## src/rtl/vec_mul_sequencer_pkg.sv

```systemverilog
// ---------------------------------------------------------------------------
// vec_mul_pkg
// Shared types and default sizing for the vector multiplier sequencer.
//   seq_state_t     : sequencer states (IDLE, CLEAR, RUN, DRAIN, DONE)
//   VEC_LEN_DEF     : default elements per vector
//   IDX_W_DEF       : default width of the element index
//   PIPE_DEPTH_DEF  : default multiplier/accumulator pipeline latency
// ---------------------------------------------------------------------------
package vec_mul_pkg;

    typedef enum logic [2:0] {
        IDLE  = 3'd0,
        CLEAR = 3'd1,
        RUN   = 3'd2,
        DRAIN = 3'd3,
        DONE  = 3'd4
    } seq_state_t;

    localparam int VEC_LEN_DEF    = 16;
    localparam int IDX_W_DEF      = 5;
    localparam int PIPE_DEPTH_DEF = 3;

endpackage

```

## src/rtl/vec_mul_sequencer_if.sv

```systemverilog
// ---------------------------------------------------------------------------
// vec_mul_sequencer_if
// Control/handshake bundle between the sequencer and its surroundings
// (start requester, operand fetch, MAC pipeline, result consumer).
//   start_valid / start_ready : start handshake
//   abort                     : synchronous abort request
//   operand_valid             : operands for elem_idx are available
//   acc_clr                   : one-cycle accumulator clear
//   issue_valid / elem_idx    : element issue to fetch + MAC pipeline
//   busy                      : sequencer not idle
//   done_valid / done_ready   : completion handshake
// Modports:
//   master : the sequencer, which drives the issue/status side
//   slave  : the environment that requests runs and consumes results
// ---------------------------------------------------------------------------
interface vec_mul_sequencer_if
    import vec_mul_pkg::*;
#(
    parameter int IDX_W = IDX_W_DEF
);

    logic             start_valid;
    logic             start_ready;
    logic             abort;
    logic             operand_valid;
    logic             acc_clr;
    logic             issue_valid;
    logic [IDX_W-1:0] elem_idx;
    logic             busy;
    logic             done_valid;
    logic             done_ready;

    modport master (
        input  start_valid,
        input  abort,
        input  operand_valid,
        input  done_ready,
        output start_ready,
        output acc_clr,
        output issue_valid,
        output elem_idx,
        output busy,
        output done_valid
    );

    modport slave (
        output start_valid,
        output abort,
        output operand_valid,
        output done_ready,
        input  start_ready,
        input  acc_clr,
        input  issue_valid,
        input  elem_idx,
        input  busy,
        input  done_valid
    );

endinterface

```

## src/rtl/vec_mul_sequencer_idx_counter.sv

```systemverilog
// ---------------------------------------------------------------------------
// seq_idx_counter
// Up-counter with synchronous clear and increment-enable; holds otherwise.
// Clear has priority over increment.
//   clk     : clock, rising edge
//   rstn    : asynchronous active-low reset, count returns to 0
//   clr_i   : synchronous clear
//   inc_i   : increment by one
//   count_o : current count
// ---------------------------------------------------------------------------
module seq_idx_counter
    import vec_mul_pkg::*;
#(
    parameter int WIDTH = IDX_W_DEF
) (
    input  logic             clk,
    input  logic             rstn,
    input  logic             clr_i,
    input  logic             inc_i,
    output logic [WIDTH-1:0] count_o
);

    logic [WIDTH-1:0] count_q;
    logic [WIDTH-1:0] count_d;

    always_comb begin
        count_d = count_q;
        if (clr_i) begin
            count_d = '0;
        end else if (inc_i) begin
            count_d = count_q + WIDTH'(1);
        end
    end

    always_ff @(posedge clk or negedge rstn) begin
        if (!rstn) begin
            count_q <= '0;
        end else begin
            count_q <= count_d;
        end
    end

    assign count_o = count_q;

endmodule

```

## src/rtl/vec_mul_sequencer.sv

```systemverilog
// ---------------------------------------------------------------------------
// vec_mul_sequencer
// Control sequencer for the pipelined vector multiplier. On an accepted start
// it clears the accumulator for one cycle, issues element indices
// 0..VEC_LEN-1 (stalling while operands are unavailable), waits PIPE_DEPTH
// cycles for the pipeline to drain and then holds done_valid until the
// consumer acknowledges it. abort returns any state to IDLE.
//   clk  : clock, rising edge
//   rstn : asynchronous active-low reset
//   bus  : vec_mul_sequencer_if.master (handshake/issue/status signals)
// ---------------------------------------------------------------------------
module vec_mul_sequencer
    import vec_mul_pkg::*;
#(
    parameter int VEC_LEN    = VEC_LEN_DEF,
    parameter int IDX_W      = IDX_W_DEF,
    parameter int PIPE_DEPTH = PIPE_DEPTH_DEF
) (
    input  logic                 clk,
    input  logic                 rstn,
    vec_mul_sequencer_if.master  bus
);

    localparam logic [IDX_W-1:0] LAST_IDX   = IDX_W'(VEC_LEN - 1);
    localparam logic [3:0]       DRAIN_LOAD = 4'(PIPE_DEPTH - 1);

    seq_state_t       state_q;
    seq_state_t       state_d;
    logic [3:0]       drain_q;
    logic [3:0]       drain_d;
    logic [IDX_W-1:0] elemIdx;
    logic             issueFire;
    logic             lastIssue;
    logic             idxClear;

    assign issueFire = (state_q == RUN) && bus.operand_valid;
    assign lastIssue = issueFire && (elemIdx == LAST_IDX);

    // Keeping the index cleared outside RUN guarantees it reads 0 in every
    // other state and is already 0 on entry to RUN. The final issue clears
    // it instead of incrementing, so the counter never wraps inside a run.
    assign idxClear = (state_q != RUN) || bus.abort || lastIssue;

    seq_idx_counter #(
        .WIDTH (IDX_W)
    ) u_idx_counter (
        .clk     (clk),
        .rstn    (rstn),
        .clr_i   (idxClear),
        .inc_i   (issueFire),
        .count_o (elemIdx)
    );

    // Next-state and drain-counter logic. The drain counter is loaded with
    // PIPE_DEPTH-1 together with the move into DRAIN and DONE follows the
    // cycle in which it reads 0, giving exactly PIPE_DEPTH drain cycles.
    // abort is applied last so it overrides every other transition.
    always_comb begin
        state_d = state_q;
        drain_d = '0;
        case (state_q)
            IDLE: begin
                if (bus.start_valid) begin
                    state_d = CLEAR;
                end
            end
            CLEAR: begin
                state_d = RUN;
            end
            RUN: begin
                if (lastIssue) begin
                    state_d = DRAIN;
                    drain_d = DRAIN_LOAD;
                end
            end
            DRAIN: begin
                if (drain_q == 4'd0) begin
                    state_d = DONE;
                end else begin
                    drain_d = drain_q - 4'd1;
                end
            end
            DONE: begin
                if (bus.done_ready) begin
                    state_d = IDLE;
                end
            end
            default: begin
                state_d = IDLE;
            end
        endcase
        if (bus.abort) begin
            state_d = IDLE;
            drain_d = '0;
        end
    end

    always_ff @(posedge clk or negedge rstn) begin
        if (!rstn) begin
            state_q <= IDLE;
            drain_q <= '0;
        end else begin
            state_q <= state_d;
            drain_q <= drain_d;
        end
    end

    // All outputs decode the state register directly, so an asynchronous
    // reset forces them to their idle values without waiting for a clock.
    assign bus.start_ready = (state_q == IDLE);
    assign bus.acc_clr     = (state_q == CLEAR);
    assign bus.issue_valid = issueFire;
    assign bus.elem_idx    = elemIdx;
    assign bus.busy        = (state_q != IDLE);
    assign bus.done_valid  = (state_q == DONE);

endmodule

```

## src/flat_wrapper.sv

```systemverilog
// flat-port wrapper written by rule: the top's interface ports become plain ports
module vec_mul_sequencer_flat import vec_mul_pkg::*;
#(
    parameter int VEC_LEN    = VEC_LEN_DEF,
    parameter int IDX_W      = IDX_W_DEF,
    parameter int PIPE_DEPTH = PIPE_DEPTH_DEF
)
  (clk, rstn, bus_start_valid, bus_abort, bus_operand_valid, bus_done_ready, bus_start_ready, bus_acc_clr, bus_issue_valid, bus_elem_idx, bus_busy, bus_done_valid);
  vec_mul_sequencer_if #(.IDX_W(IDX_W)) bus_i ();
  input  logic clk;
  input  logic rstn;
  input wire logic [$bits(bus_i.start_valid)-1:0] bus_start_valid;
  input wire logic [$bits(bus_i.abort)-1:0] bus_abort;
  input wire logic [$bits(bus_i.operand_valid)-1:0] bus_operand_valid;
  input wire logic [$bits(bus_i.done_ready)-1:0] bus_done_ready;
  output wire logic [$bits(bus_i.start_ready)-1:0] bus_start_ready;
  output wire logic [$bits(bus_i.acc_clr)-1:0] bus_acc_clr;
  output wire logic [$bits(bus_i.issue_valid)-1:0] bus_issue_valid;
  output wire logic [$bits(bus_i.elem_idx)-1:0] bus_elem_idx;
  output wire logic [$bits(bus_i.busy)-1:0] bus_busy;
  output wire logic [$bits(bus_i.done_valid)-1:0] bus_done_valid;
  assign bus_i.start_valid = bus_start_valid;
  assign bus_i.abort = bus_abort;
  assign bus_i.operand_valid = bus_operand_valid;
  assign bus_i.done_ready = bus_done_ready;
  assign bus_start_ready = bus_i.start_ready;
  assign bus_acc_clr = bus_i.acc_clr;
  assign bus_issue_valid = bus_i.issue_valid;
  assign bus_elem_idx = bus_i.elem_idx;
  assign bus_busy = bus_i.busy;
  assign bus_done_valid = bus_i.done_valid;
  vec_mul_sequencer #(.VEC_LEN(VEC_LEN), .IDX_W(IDX_W), .PIPE_DEPTH(PIPE_DEPTH)) u_core (.clk(clk), .rstn(rstn), .bus(bus_i));
endmodule
```

## config.mk

```make
export PLATFORM = sky130hd
export DESIGN_NAME = vec_mul_sequencer_flat
export DESIGN_NICKNAME = d
export VERILOG_FILES = /design/src/rtl/vec_mul_sequencer_pkg.sv /design/src/rtl/vec_mul_sequencer_if.sv /design/src/rtl/vec_mul_sequencer_idx_counter.sv /design/src/rtl/vec_mul_sequencer.sv /design/src/flat_wrapper.sv
export SDC_FILE = /design/constraint.sdc
export NUM_CORES = 1
export LEC_CHECK = 0
export CORE_MARGIN = 4
export CORE_UTILIZATION = 50
export CTS_BUF_LIST = sky130_fd_sc_hd__clkbuf_4
export DETAILED_ROUTE_END_ITERATION = 16
export GPL_TIMING_DRIVEN = 0
export PLACE_DENSITY = 0.8
export RECOVER_POWER = 100
export SLEW_MARGIN = 20
export SYNTH_ARGS = -nofsm -noshare
export SYNTH_HDL_FRONTEND = slang
export SYNTH_HIERARCHICAL = 1
export SYNTH_SLANG_ARGS = --single-unit
```

## constraint.sdc

```tcl
create_clock -name clk -period 3.6 [get_ports clk]
set_input_delay 0.54 -clock clk [delete_from_list [all_inputs] [get_ports clk]]
set_output_delay 0.54 -clock clk [all_outputs]
set_load 0.05 [all_outputs]
```

## After elaboration in Yosys (flattened, before gate mapping)

Index checks and enable logic that the tools add are counted.

- Register bits: 12
- Input bits: 6

- Add/sub/neg operators: 2
- Equal/unequal tests: 10
- Multiplexer cells: 12
- Reduce and logical (&&, ||, !) cells: 9

Operators by type and width:

| operator | count |
|---|---|
| 3-bit 2-to-1 mux | 5 |
| 3-bit one-hot mux with 5 select lines | 1 |
| 5-bit 2-to-1 mux | 2 |
| 3-bit by 2-bit != test with 1-bit output, second input constant | 3 |
| 4-bit 2-to-1 mux | 2 |
| 4-bit one-hot mux with 2 select lines | 1 |
| 3-bit by 2-bit == test with 1-bit output, second input constant | 2 |
| 3-bit != test, second input constant | 2 |
| 5-bit by 1-bit adder with 5-bit output, second input constant | 1 |
| 5-bit by 4-bit == test with 1-bit output, second input constant | 1 |
| 4-bit zero test | 1 |
| 4-bit AND reduction | 1 |
| 4-bit by 1-bit subtractor with 4-bit output, second input constant | 1 |
| 3-bit by 1-bit == test with 1-bit output, second input constant | 1 |
| 3-bit == test, second input constant | 1 |
| 3-bit zero test | 1 |
| 3-bit nonzero test | 1 |
| 1-bit logical AND | 2 |
| 1-bit logical OR | 2 |
| 2-bit 2-to-1 mux | 1 |
| 2-bit nonzero test | 1 |

## Logic depth before layout (Yosys ltp)

- Depth in word-level cells: 6
- Gate-level depth with buffers: 6
- Depth with buffers taken out: 5

## Cells and area by module

Netlist, hierarchy kept.

Modules (own cells, without submodules):

| module | instances | cells each | area each (sq um) |
|---|---|---|---|
| vec_mul_sequencer | 1 | 43 | 439.2 |
| seq_idx_counter | 1 | 22 | 252.7 |

## Worst setup path after synthesis

OpenSTA, ideal clock, no wires.

- Path kind: reg-to-reg
- Start point: register u_core.state_q[0]
- End point: register u_core.u_idx_counter.count_q[4], in the netlist u_core/u_idx_counter/count_o[4]
- Library setup time: 125 ps
- Data arrival time: 2,592 ps
- Data required time: 3,475 ps
- Path slack: 883 ps
- Stages on the path, launching flop included: 7
- Path buffers: 2
- Clock period less this slack: 2,717 ps
- Cell sequence: dfrtp_1 buf_6 nand2b_4 nor3b_1 buf_4 nand4_1 mux2_4

- Word-level cells in the longest chain between the ends: 5

Ends and longest elaborated chain:

| element | RTL line | RTL |
|---|---|---|
| start, declared | vec_mul_sequencer.sv:27 | `seq_state_t state_q;` |
| start signal, assigned | vec_mul_sequencer.sv:103 | `state_q <= state_d;` |
| 3-bit by 2-bit == test with 1-bit output * | vec_mul_sequencer.sv:36 | `assign issueFire = (state_q == RUN) && bus.operand_valid;` |
| 1-bit logical AND * | vec_mul_sequencer.sv:36 |  |
| named net bus_issue_valid | flat_wrapper.sv:18 | `output wire logic [$bits(bus_i.issue_valid)-1:0] bus_issue_valid;` |
| 1-bit logical AND | vec_mul_sequencer.sv:37 | `assign lastIssue = issueFire && (elemIdx == LAST_IDX);` |
| 1-bit logical OR | vec_mul_sequencer.sv:42 | `assign idxClear = (state_q != RUN) \|\| bus.abort \|\| lastIssue;` |
| 5-bit 2-to-1 mux or 2-bit nonzero test (tied branches) | -- |  |
| end signal, assigned | vec_mul_sequencer_idx_counter.sv:39 | `count_q <= count_d;` |
| end, declared | vec_mul_sequencer_idx_counter.sv:23 | `logic [WIDTH-1:0] count_q;` |

The timed path passes the listed nets; every way through them passes the cells marked *.
A chain may end at the register's enable or synchronous reset.

## Worst setup path after layout

- Start point: input port bus_operand_valid
- End point: output port bus_issue_valid

- Word-level cells in the longest chain between the ends: 1

Ends and longest elaborated chain:

| element | RTL line | RTL |
|---|---|---|
| start, declared | flat_wrapper.sv:14 | `input wire logic [$bits(bus_i.operand_valid)-1:0] bus_operand_valid;` |
| 1-bit logical AND | vec_mul_sequencer.sv:36 |  |
| end, declared | flat_wrapper.sv:18 |  |

Every way passes these cells.

==> run metrics <==
Post-Route WL 1400 µm; Crit-path slowest cell dlygate4sd3_1; Avg Inst Size Synth 10.6 µm²; Slew Limit Fails 0; top cells by area, synth dfrtp_1, ha_1, nor2_1; RR Startpoint u_core/state_q[0]; CTS tree yes; Vias/cell 5.50; Die W 45.2 µm; endpoints failing hold 0; initial antenna violation count 0; CP max stage delay 920 ps; Reg area 300 µm²; post-synth net total 74; Placement Cell Area 861 µm²; Hold Crit Class reg2reg; IO Count 16; TritonRoute pass-1 iters 4; DRC viols 0; Cell variety after synth 31; largest net degree at the start of global routing 13; Leakage 0.391 nW; clock sinks 12; HPWL after DPL 1070 µm; minimum clock period 2900 ps; ys async rst share 100%; post-CTS setup buffers 0; synthesized flop and latch total 12; DIE AREA 2040 µm²; WHS Path Cells 1; Rel. slew slack 62.4%; Max clock buf depth 2; clock-pin slew on the worst setup and hold paths 70 ps; Via Count 539; IR drop worst, VDD 251 µV; Routed Antenna Nets 0; CP delay by family, top buffers and inverters; MaxCap Viol Count 0; Synth top area share 43.4%; Max Clock Skew 2.96 ps; hold_ws 465 ps; DR iter-0 viols 3; Primary FF master, synth dfrtp_1; Synth Cell Area 692 µm²; Worst Reg-to-Reg Cells 6; hold wc startpoint u_core/drain_q[0]; core box area 1300 µm²; Worst setup EP type primary output; Synth Instances 65; Rows 13; startpoint types input port; grt ovf 0; Power per Cell Area 330 nW/µm²; Layout area overhead 24.4%; most common cell in the synthesized netlist dfrtp_1; WP depth 4; RSZ-0062 raised after global routing no; diode count 0; CP Launch Point bus_operand_valid; Layout Nets 94; Routed WL per cell 14.3 µm; worst-path cell chain dlygate4sd3_1 -> nand2b_2 -> nor3b_1 -> dlygate4sd3_1; endpoints failing setup 0; CP bufs+invs 2; run status complete, no violations; first-pass GRT wire length 2420 µm; Top cell by count, worst path dlygate4sd3_1; root buffer cell clkbuf_4; hold_buf cts 0; gp weighted congestion 0.750; Tot GR Track Use 16.9%; Num CTS Buffers 3; EDFF count, synth 0; WP data required 3060 ps; share of layout cells above drive strength 1 12.0%; synth warn 6; Seq/Total Area, Yosys 43.4%; vias in the first global route 523; die height 45.2 µm; fin area 861 µm²; I/O Buffers 15; Power, Total 284 µW; top post-synthesis cells by count dfrtp_1, nor2_1, inv_1; crit path max fanout 3; worst slew pin tran 562 ps; Initial Util 53.2%; Fillers 114; WS Path Type in2out; Peak Freq 0.345 GHz; Arrival @ worst endpoint 2360 ps; share of the clock period used by the worst path 80.6%; Multi-input gate area 335 µm²; setup TNS 0 ps; CTS H-tree lvls 1; cell taking the most area after synthesis dfrtp_1; post-CTS resize count 0; Worst-Skew Late Latency 270 ps
==> power by group <==
part	leakage [nW]	total [mW]	internal (mW)	switching (mW)
clock	0.0138	0.0794	0.0387	0.0407
sequential	0.166	0.141	0.137	0.00365
combinational	0.211	0.0641	0.0234	0.0407
==> metrics by stage <==
| stage | worst slack [ps] | util, % | instances |
|---|---|---|---|
| floorplan | 883 | - | 65 |
| global placement | 803 | 66.2 | 95 |
| detailed placement | 786 | 66.2 | 95 |
| CTS | 767 | 67.9 | 98 |
| global route | 603 | 66.2 | 98 |
| finish | 700 | 66.2 | 98 |
==> worst paths after layout <==
check,slack [ps],to
worst min-delay path,470,u_core/drain_q[0]
max in group asynchronous,2530,u_core/drain_q[2]
worst min register to register,470,u_core/drain_q[0]
min in group asynchronous,700,u_core/u_idx_counter/count_o[3]
worst max-delay path,700,bus_issue_valid
worst max register to register,1730,u_core/u_idx_counter/count_o[4]
==> logic make-up after synthesis <==
logic type	synth area share, %
AND/OR/NAND/NOR	26.6
flip-flops	43.4
AO/OA/AOI/OAI	10.1
buffers and inverters	5.43
multiplexers	5.24
adder cells (fa/ha/maj)	5.43
XOR/XNOR	3.80
==> cell usage in the layout, fill, tap and decap left out, types with 2 or more instances in the layout <==
cell / synthesis / layout
dfrtp_1: 12 / 12
nand3b_1: 2 / 2
clkdlybuf4s50_1: 0 / 3
nand2b_2: 1 / 2
nor3_1: 2 / 2
nor2_1: 9 / 9
mux2_1: 1 / 2
dlygate4sd3_1: 0 / 12
inv_1: 5 / 5
nand4_1: 3 / 3
nor2b_1: 2 / 2
o21ai_0: 1 / 2
clkbuf_4: 0 / 3
xnor2_1: 3 / 3
ha_1: 3 / 3
nor3b_1: 3 / 3
==> routing by layer <==
metal,vias up,wire length (µm),global-route usage [%]
met1,262,613,20.7
met3,4,71,7.57
met5,-,0,0
met4,0,22,8.19
met2,10,695,25.1
li1,263,-,-
==> worst register-to-register path: cells and delay by family (launching register included) <==
| kind | cells | cell delay [ps] |
|---|---|---|
| mux | 1 | 330 |
| buf+inv | 2 | 430 |
| flops | 1 | 390 |
| simple gates | 3 | 600 |
==> cell type report <==
cell class | instances | share of cell area (%)
multi-input cells | 46 | 39.0
clock buffers | 3 | 2.62
inverters | 5 | 2.18
flip-flops and latches | 12 | 34.9
well taps | 15 | 2.18
repair buffers | 15 | 17.4
plain buffers | 2 | 1.74
==> flip-flops by register name, summed over array words and instances (netlist names) <==
register,flops
u_core/state_q,3
u_core/u_idx_counter/count_o,5
u_core/drain_q,4
Power figures use the tool's default switching activity.
